**config.mk**
```make
export PLATFORM = sky130hd
export DESIGN_NAME = tonomat_multi
export DESIGN_NICKNAME = d
export VERILOG_FILES = /design/src/rtl/tonomat_pkg.sv /design/src/rtl/tonomat_change.sv /design/src/rtl/tonomat_multi.sv
export SDC_FILE = /design/constraint.sdc
export NUM_CORES = 1
export LEC_CHECK = 0
export CAP_MARGIN = 20
export CORE_ASPECT_RATIO = 0.75
export CORE_MARGIN = 2
export CORE_UTILIZATION = 55
export CTS_CLUSTER_DIAMETER = 40
export DETAILED_ROUTE_END_ITERATION = 16
export PLACE_DENSITY = 0.82
export SETUP_SLACK_MARGIN = 0.2
export SLEW_MARGIN = 20
export SYNTH_ARGS = -nofsm -noshare
export SYNTH_HDL_FRONTEND = slang
export SYNTH_SLANG_ARGS = --single-unit
```
**constraint.sdc**
```tcl
create_clock -name CLK -period 8.17 [get_ports CLK]
set_input_delay 2.0425 -clock CLK [delete_from_list [all_inputs] [get_ports CLK]]
set_output_delay 2.0425 -clock CLK [all_outputs]
set_load 0.05 [all_outputs]
```
**src/rtl/tonomat_pkg.sv**
```systemverilog
// Shared types and constants for the multi-product vending controller.
package tonomat_pkg;

  typedef enum logic [1:0] {
    IDLE   = 2'd0,
    VEND   = 2'd1,
    CHANGE = 2'd2
  } state_t;

  localparam int unsigned COIN_1  = 1;
  localparam int unsigned COIN_5  = 5;
  localparam int unsigned COIN_10 = 10;

endpackage

```
**src/rtl/tonomat_change.sv**
```systemverilog
// Greedy change emitter: pays a loaded amount as one R5/R1 pulse per cycle.
// The first pulse is registered on the load edge; done marks the last pulse.
module tonomat_change
  import tonomat_pkg::*;
#(
  parameter int unsigned W = 8
) (
  input  logic         CLK,
  input  logic         RESET,
  input  logic         load,
  input  logic [W-1:0] amount,
  output logic         R1,
  output logic         R5,
  output logic         done
);

  logic [W-1:0] amt_q;
  logic [W-1:0] amt_src;
  logic [W-1:0] amt_n;
  logic         r1_n;
  logic         r5_n;
  logic         done_n;

  always_comb begin
    amt_src = load ? amount : amt_q;
    amt_n   = amt_src;
    r1_n    = 1'b0;
    r5_n    = 1'b0;
    if (amt_src >= W'(COIN_5)) begin
      r5_n  = 1'b1;
      amt_n = amt_src - W'(COIN_5);
    end else if (amt_src != '0) begin
      r1_n  = 1'b1;
      amt_n = amt_src - W'(COIN_1);
    end
    done_n = (r1_n | r5_n) && (amt_n == '0);
  end

  always_ff @(posedge CLK) begin
    if (RESET) begin
      amt_q <= '0;
      R1    <= 1'b0;
      R5    <= 1'b0;
      done  <= 1'b0;
    end else begin
      amt_q <= amt_n;
      R1    <= r1_n;
      R5    <= r5_n;
      done  <= done_n;
    end
  end

endmodule

```
**src/rtl/tonomat_multi.sv**
```systemverilog
// Multi-product vending controller: coin credit, priced vend, serial change.
// Define TONOMAT_MULTIVEND_EN to keep leftover credit after a vend (change only on CANCEL).
module tonomat_multi
  import tonomat_pkg::*;
#(
  parameter int unsigned                    N_PROD     = 4,
  parameter int unsigned                    CREDIT_W   = 8,
  parameter logic [N_PROD*CREDIT_W-1:0]     PRICES     = {8'd12, 8'd7, 8'd5, 8'd3},
  parameter int unsigned                    MAX_CREDIT = 50,
  parameter int unsigned                    SEL_W      = (N_PROD > 1) ? $clog2(N_PROD) : 1
) (
  input  logic                CLK,
  input  logic                RESET,
  input  logic                RON1,
  input  logic                RON5,
  input  logic                RON10,
  input  logic [SEL_W-1:0]    SEL,
  input  logic                BUY,
  input  logic                CANCEL,
  output logic                PRODUS,
  output logic [SEL_W-1:0]    PROD_ID,
  output logic                R1,
  output logic                R5,
  output logic                REJ,
  output logic                DENY,
  output logic                BUSY,
  output logic [CREDIT_W-1:0] CREDIT
);

  state_t              state_q, state_n;
  logic [CREDIT_W-1:0] credit_n;
  logic [SEL_W-1:0]    prod_id_n;
  logic                produs_n, rej_n, deny_n, busy_n;
  logic                load;
  logic [CREDIT_W-1:0] load_amt;
  logic                change_done;

  logic [CREDIT_W-1:0] price_sel;
  logic                sel_ok;
  logic [1:0]          n_coins;
  logic                any_coin;
  logic [CREDIT_W-1:0] coin_val;
  logic [CREDIT_W:0]   coin_sum;
  logic                coin_ok;

  // Price lookup; indices beyond N_PROD leave sel_ok low.
  always_comb begin
    price_sel = '0;
    sel_ok    = 1'b0;
    for (int i = 0; i < int'(N_PROD); i++) begin
      if (SEL == SEL_W'(i)) begin
        sel_ok    = 1'b1;
        price_sel = PRICES[i*CREDIT_W +: CREDIT_W];
      end
    end
  end

  // Coin decode: a single coin is accepted only if it keeps credit within MAX_CREDIT.
  always_comb begin
    n_coins  = 2'(RON1) + 2'(RON5) + 2'(RON10);
    any_coin = RON1 | RON5 | RON10;
    coin_val = RON10 ? CREDIT_W'(COIN_10) : (RON5 ? CREDIT_W'(COIN_5) : CREDIT_W'(COIN_1));
    coin_sum = {1'b0, CREDIT} + {1'b0, coin_val};
    coin_ok  = (n_coins == 2'd1) && (coin_sum <= (CREDIT_W+1)'(MAX_CREDIT));
  end

  always_comb begin
    state_n   = state_q;
    credit_n  = CREDIT;
    prod_id_n = PROD_ID;
    produs_n  = 1'b0;
    rej_n     = 1'b0;
    deny_n    = 1'b0;
    load      = 1'b0;
    load_amt  = CREDIT;
    unique case (state_q)
      IDLE: begin
        if (CANCEL && CREDIT != '0) begin
          state_n = CHANGE;
          load    = 1'b1;
          rej_n   = any_coin;
        end else if (BUY && !CANCEL && sel_ok && CREDIT >= price_sel) begin
          state_n   = VEND;
          credit_n  = CREDIT - price_sel;
          prod_id_n = SEL;
          produs_n  = 1'b1;
          rej_n     = any_coin;
        end else begin
          // Reaching here with BUY and no CANCEL means the purchase was refused.
          deny_n = BUY && !CANCEL;
          if (coin_ok) credit_n = coin_sum[CREDIT_W-1:0];
          else         rej_n    = any_coin;
        end
      end
      VEND: begin
        rej_n = any_coin;
`ifdef TONOMAT_MULTIVEND_EN
        state_n = IDLE;
`else
        if (CREDIT != '0) begin
          state_n = CHANGE;
          load    = 1'b1;
        end else begin
          state_n = IDLE;
        end
`endif
      end
      CHANGE: begin
        rej_n    = any_coin;
        credit_n = CREDIT - (R5 ? CREDIT_W'(COIN_5) : '0) - (R1 ? CREDIT_W'(COIN_1) : '0);
        if (change_done) state_n = IDLE;
      end
      default: state_n = IDLE;
    endcase
    busy_n = (state_n != IDLE);
  end

  always_ff @(posedge CLK) begin
    if (RESET) begin
      state_q <= IDLE;
      CREDIT  <= '0;
      PROD_ID <= '0;
      PRODUS  <= 1'b0;
      REJ     <= 1'b0;
      DENY    <= 1'b0;
      BUSY    <= 1'b0;
    end else begin
      state_q <= state_n;
      CREDIT  <= credit_n;
      PROD_ID <= prod_id_n;
      PRODUS  <= produs_n;
      REJ     <= rej_n;
      DENY    <= deny_n;
      BUSY    <= busy_n;
    end
  end

  tonomat_change #(.W(CREDIT_W)) u_change (
    .CLK    (CLK),
    .RESET  (RESET),
    .load   (load),
    .amount (load_amt),
    .R1     (R1),
    .R5     (R5),
    .done   (change_done)
  );

endmodule

```
==> flow_metrics.env <==
export IMPL_drt_vias_per_instance=6.340
export IMPL_drt_drc_violations_left=0
export IMPL_total_routing_usage_reported_by_global_routing_pct=27.10
export IMPL_clk_sinks=27
export IMPL_grt_max_degree=32
export IMPL_number_of_search_and_repair_iterations_in_the_first_detailed_routing_pass=5
export IMPL_timing_critical_path_depth=11
export IMPL_reg2reg_slack_ps=4680
export IMPL_tightestPinTransition_ps=622.1
export IMPL_synthesis_yosys_warnings=0
export IMPL_hp_class="reg -> reg"
export IMPL_synth_top_area_cell="dfxtp_1"
export IMPL_post_synth_num_cell_types=62
export IMPL_dr_first_iter_drc_count=254
export IMPL_grt_overflow_total=0
export IMPL_chipWidth_microns=79.96
export IMPL_max_slew_margin_rel_pct=58.53
export IMPL_async_flop_share_pct=0
export IMPL_regToRegEndpoint="CREDIT[5]$_SDFFE_PP0P_"
export IMPL_syn_cell_area_sq_um=2380
export IMPL_fin_setup_tns_ps=0
export IMPL_synthToLayoutAreaGrowth_pct=12.62
export IMPL_cp_top_family="compound AO/OA/AOI/OAI gates"
export IMPL_synthCells=300
export IMPL_clkSlewWorstSetupHoldPaths_ps=90
export IMPL_crit_buf_inv=2
export IMPL_final_max_slew_viol_count=0
export IMPL_synth_top_flop_cell="dfxtp_1"
export IMPL_max_freq_mhz=190.5
export IMPL_worst_ep_required_time_ps=8330
export IMPL_ant_nets=0
export IMPL_finalNetCount=349
export IMPL_number_of_buffers_inserted_for_hold_repair_after_clock_tree_synthesis=0
export IMPL_cts_tree="yes"
export IMPL_top_level_ports=25
export IMPL_drv_cap=0
export IMPL_port_buffers=24
export IMPL_syn_num_nets=332
export IMPL_critical_path_startpoint="SEL[0]"
export IMPL_ys_ff_latch=27
export IMPL_number_of_buffers_created_by_cts=3
export IMPL_worstSetupEndpoint="CREDIT[5]$_SDFFE_PP0P_"
export IMPL_first_global_vias=1953
export IMPL_fraction_of_final_layout_cells_with_drive_strength_greater_than_1_pct=6.013
export IMPL_yosys_cell_count_top_type="nor2_1"
export IMPL_grt_pass1_wl_mm=10.07
export IMPL_via_count=2352
export IMPL_design_core_area_sq_um=4104
export IMPL_synth_edff_count=0
export IMPL_timing_worst_setup_path_type="in -> reg"
export IMPL_die_y_microns=60.97
export IMPL_last_weighted_congestion_value_of_the_routability_driven_placer=1.006
export IMPL_timing_critical_path_fanout_max=15
export IMPL_placement_rows=20
export IMPL_biggest_cell_delay_along_the_critical_path_ps=560
export IMPL_yosys_top_cells_count="nor2_1, dfxtp_1, a21oi_1"
export IMPL_diodes=0
export IMPL_ys_seq_area_share_pct=22.71
export IMPL_timing_clock_skew_ps=1.715
export IMPL_hpwlAfterDp_mm=4.712
export IMPL_cts_max_path_buffers=2
export IMPL_critical_path_endpoint_type="flip-flop"
export IMPL_rr_startpoint="CREDIT[0]$_SDFFE_PP0P_"
export IMPL_final_hold_violation_count=0
export IMPL_cts_max_level=1
export IMPL_totalWireLength_mm=6.257
export IMPL_layout_worst_path_cycle_share_pct=64.25
export IMPL_crit_arrival_ps=5410
export IMPL_dieArea_sq_um=4874
export IMPL_rr_worst_depth=10
export IMPL_worst_skew_pair_late_latency_ps=270
export IMPL_post_cts_setup_buffers=0
export IMPL_status="completed"
export IMPL_start_util_pct=57.99
export IMPL_netlist_area_leader_share_pct=22.71
export IMPL_ctsResizeCount=0
export IMPL_clock_root_buffer="clkbuf_8"
export IMPL_crit_path_top_delay_cell="a21oi_2"
export IMPL_setup_viol=0
export IMPL_initial_antenna_violation_count=0
export IMPL_layout_min_cycle_time_ps=5249
export IMPL_setup_worst_path_start_class="input pin"
export IMPL_syn_avg_cell_area_sq_um=7.933
export IMPL_most_area_consuming_cells_after_synthesis="dfxtp_1, ha_1, nor2_1, a21oi_1, fa_1"
export IMPL_crit_chain="clkdlybuf4s50_1 > nand2_1 > ha_1 > inv_1 > fa_1 > a21o_1 > a2111oi_1 > nor2_1 > a21oi_2 > nor4b_1 > or4_1"
export IMPL_grt_setup_unrepaired="false"
export IMPL_avgRoutedWirePerCell_microns=16.87
-- how the worst min path moves through the flow --
stage | startpoint | to | cells after the start
final | PROD_ID[1]$_SDFFE_PP0P_ | PROD_ID[1]$_SDFFE_PP0P_ | 2
after global routing | PROD_ID[0]$_SDFFE_PP0P_ | PROD_ID[0]$_SDFFE_PP0P_ | 2
after CTS | PROD_ID[1]$_SDFFE_PP0P_ | PROD_ID[1]$_SDFFE_PP0P_ | 2
after detailed placement | PROD_ID[1]$_SDFFE_PP0P_ | PROD_ID[1]$_SDFFE_PP0P_ | 2
after global placement | PROD_ID[0]$_SDFFE_PP0P_ | PROD_ID[0]$_SDFFE_PP0P_ | 2
after floorplan | state_q[0]$_SDFF_PP0_ | state_q[0]$_SDFF_PP0_ | 2
-- worst register-to-register path: cells and delay by family, from the launching register on --
family / cells / cell delay [ps]
AOI/OAI and AO/OA: 3 / 1260
and+or+nand+nor: 3 / 810
adders and majority gates: 2 / 590
DFF: 1 / 430
buffers and inverters: 2 / 270
-- stage by stage --
step	cells	utilization [%]	instance area [sq um]	hold WS, ps	setup slack, ps
after floorplan	300	-	2380	506.9	3667
after global placement	367	64.18	2634	445.5	2783
after detailed placement	367	64.18	2634	452.8	2665
after CTS	371	65.30	2680	466.0	2955
after global routing	371	65.30	2680	496.1	2693
final	371	65.30	2680	465.2	2921
-- area by class of cell --
cell class,instances,area [sq um]
clock buffers,3,41.29
clock inverters,1,5.005
flip-flops and latches,27,540.5
repair buffers,26,255.2
multi-input cells,244,1713
well taps,55,68.82
fillers,348,1424
inverters,15,56.30
-- sequential cells by signal (all words and copies together), names as in the netlist --
name            cells
state_q             2
u_change.amt_q      8
PRODUS              1
CREDIT              8
u_change.R1         1
DENY                1
u_change.R5         1
REJ                 1
BUSY                1
u_change.done       1
PROD_ID             2
-- placed cells by master (no fill, tap or decap), types with 8 or more instances in the layout --
master           synthesis  final
nor3_1                   8      8
a21oi_1                 23     23
inv_1                   15     15
dfxtp_1                 27     27
xnor2_1                  9      9
ha_1                    19     19
clkdlybuf4s50_1          0     24
nor2_1                  36     36
o21ai_0                 12     12
nand2_1                 15     15
nand3_1                  9      9
-- metal layers --
metal  GRT usage [%]  vias up  part of all wire [%]
li1                -     1144                     -
met1           43.45     1103                    51
met2           40.00      101                    41
met3           3.571        4                   7.5
met4           2.179        0                  0.34
met5               0        -                     0
-- logic make-up after synthesis --
family / count (synthesis) / share of synthesized area, %
buf+inv: 29 / 5.310
fa+ha+maj: 23 / 13.35
simple gates: 117 / 26.45
flops: 27 / 22.71
mux: 9 / 3.891
compound gates: 82 / 23.50
xor+xnor: 13 / 4.784
Power is left out: the tool's default activity adds up to more than one toggle a clock period on the data nets, which glitch-free logic cannot reach.
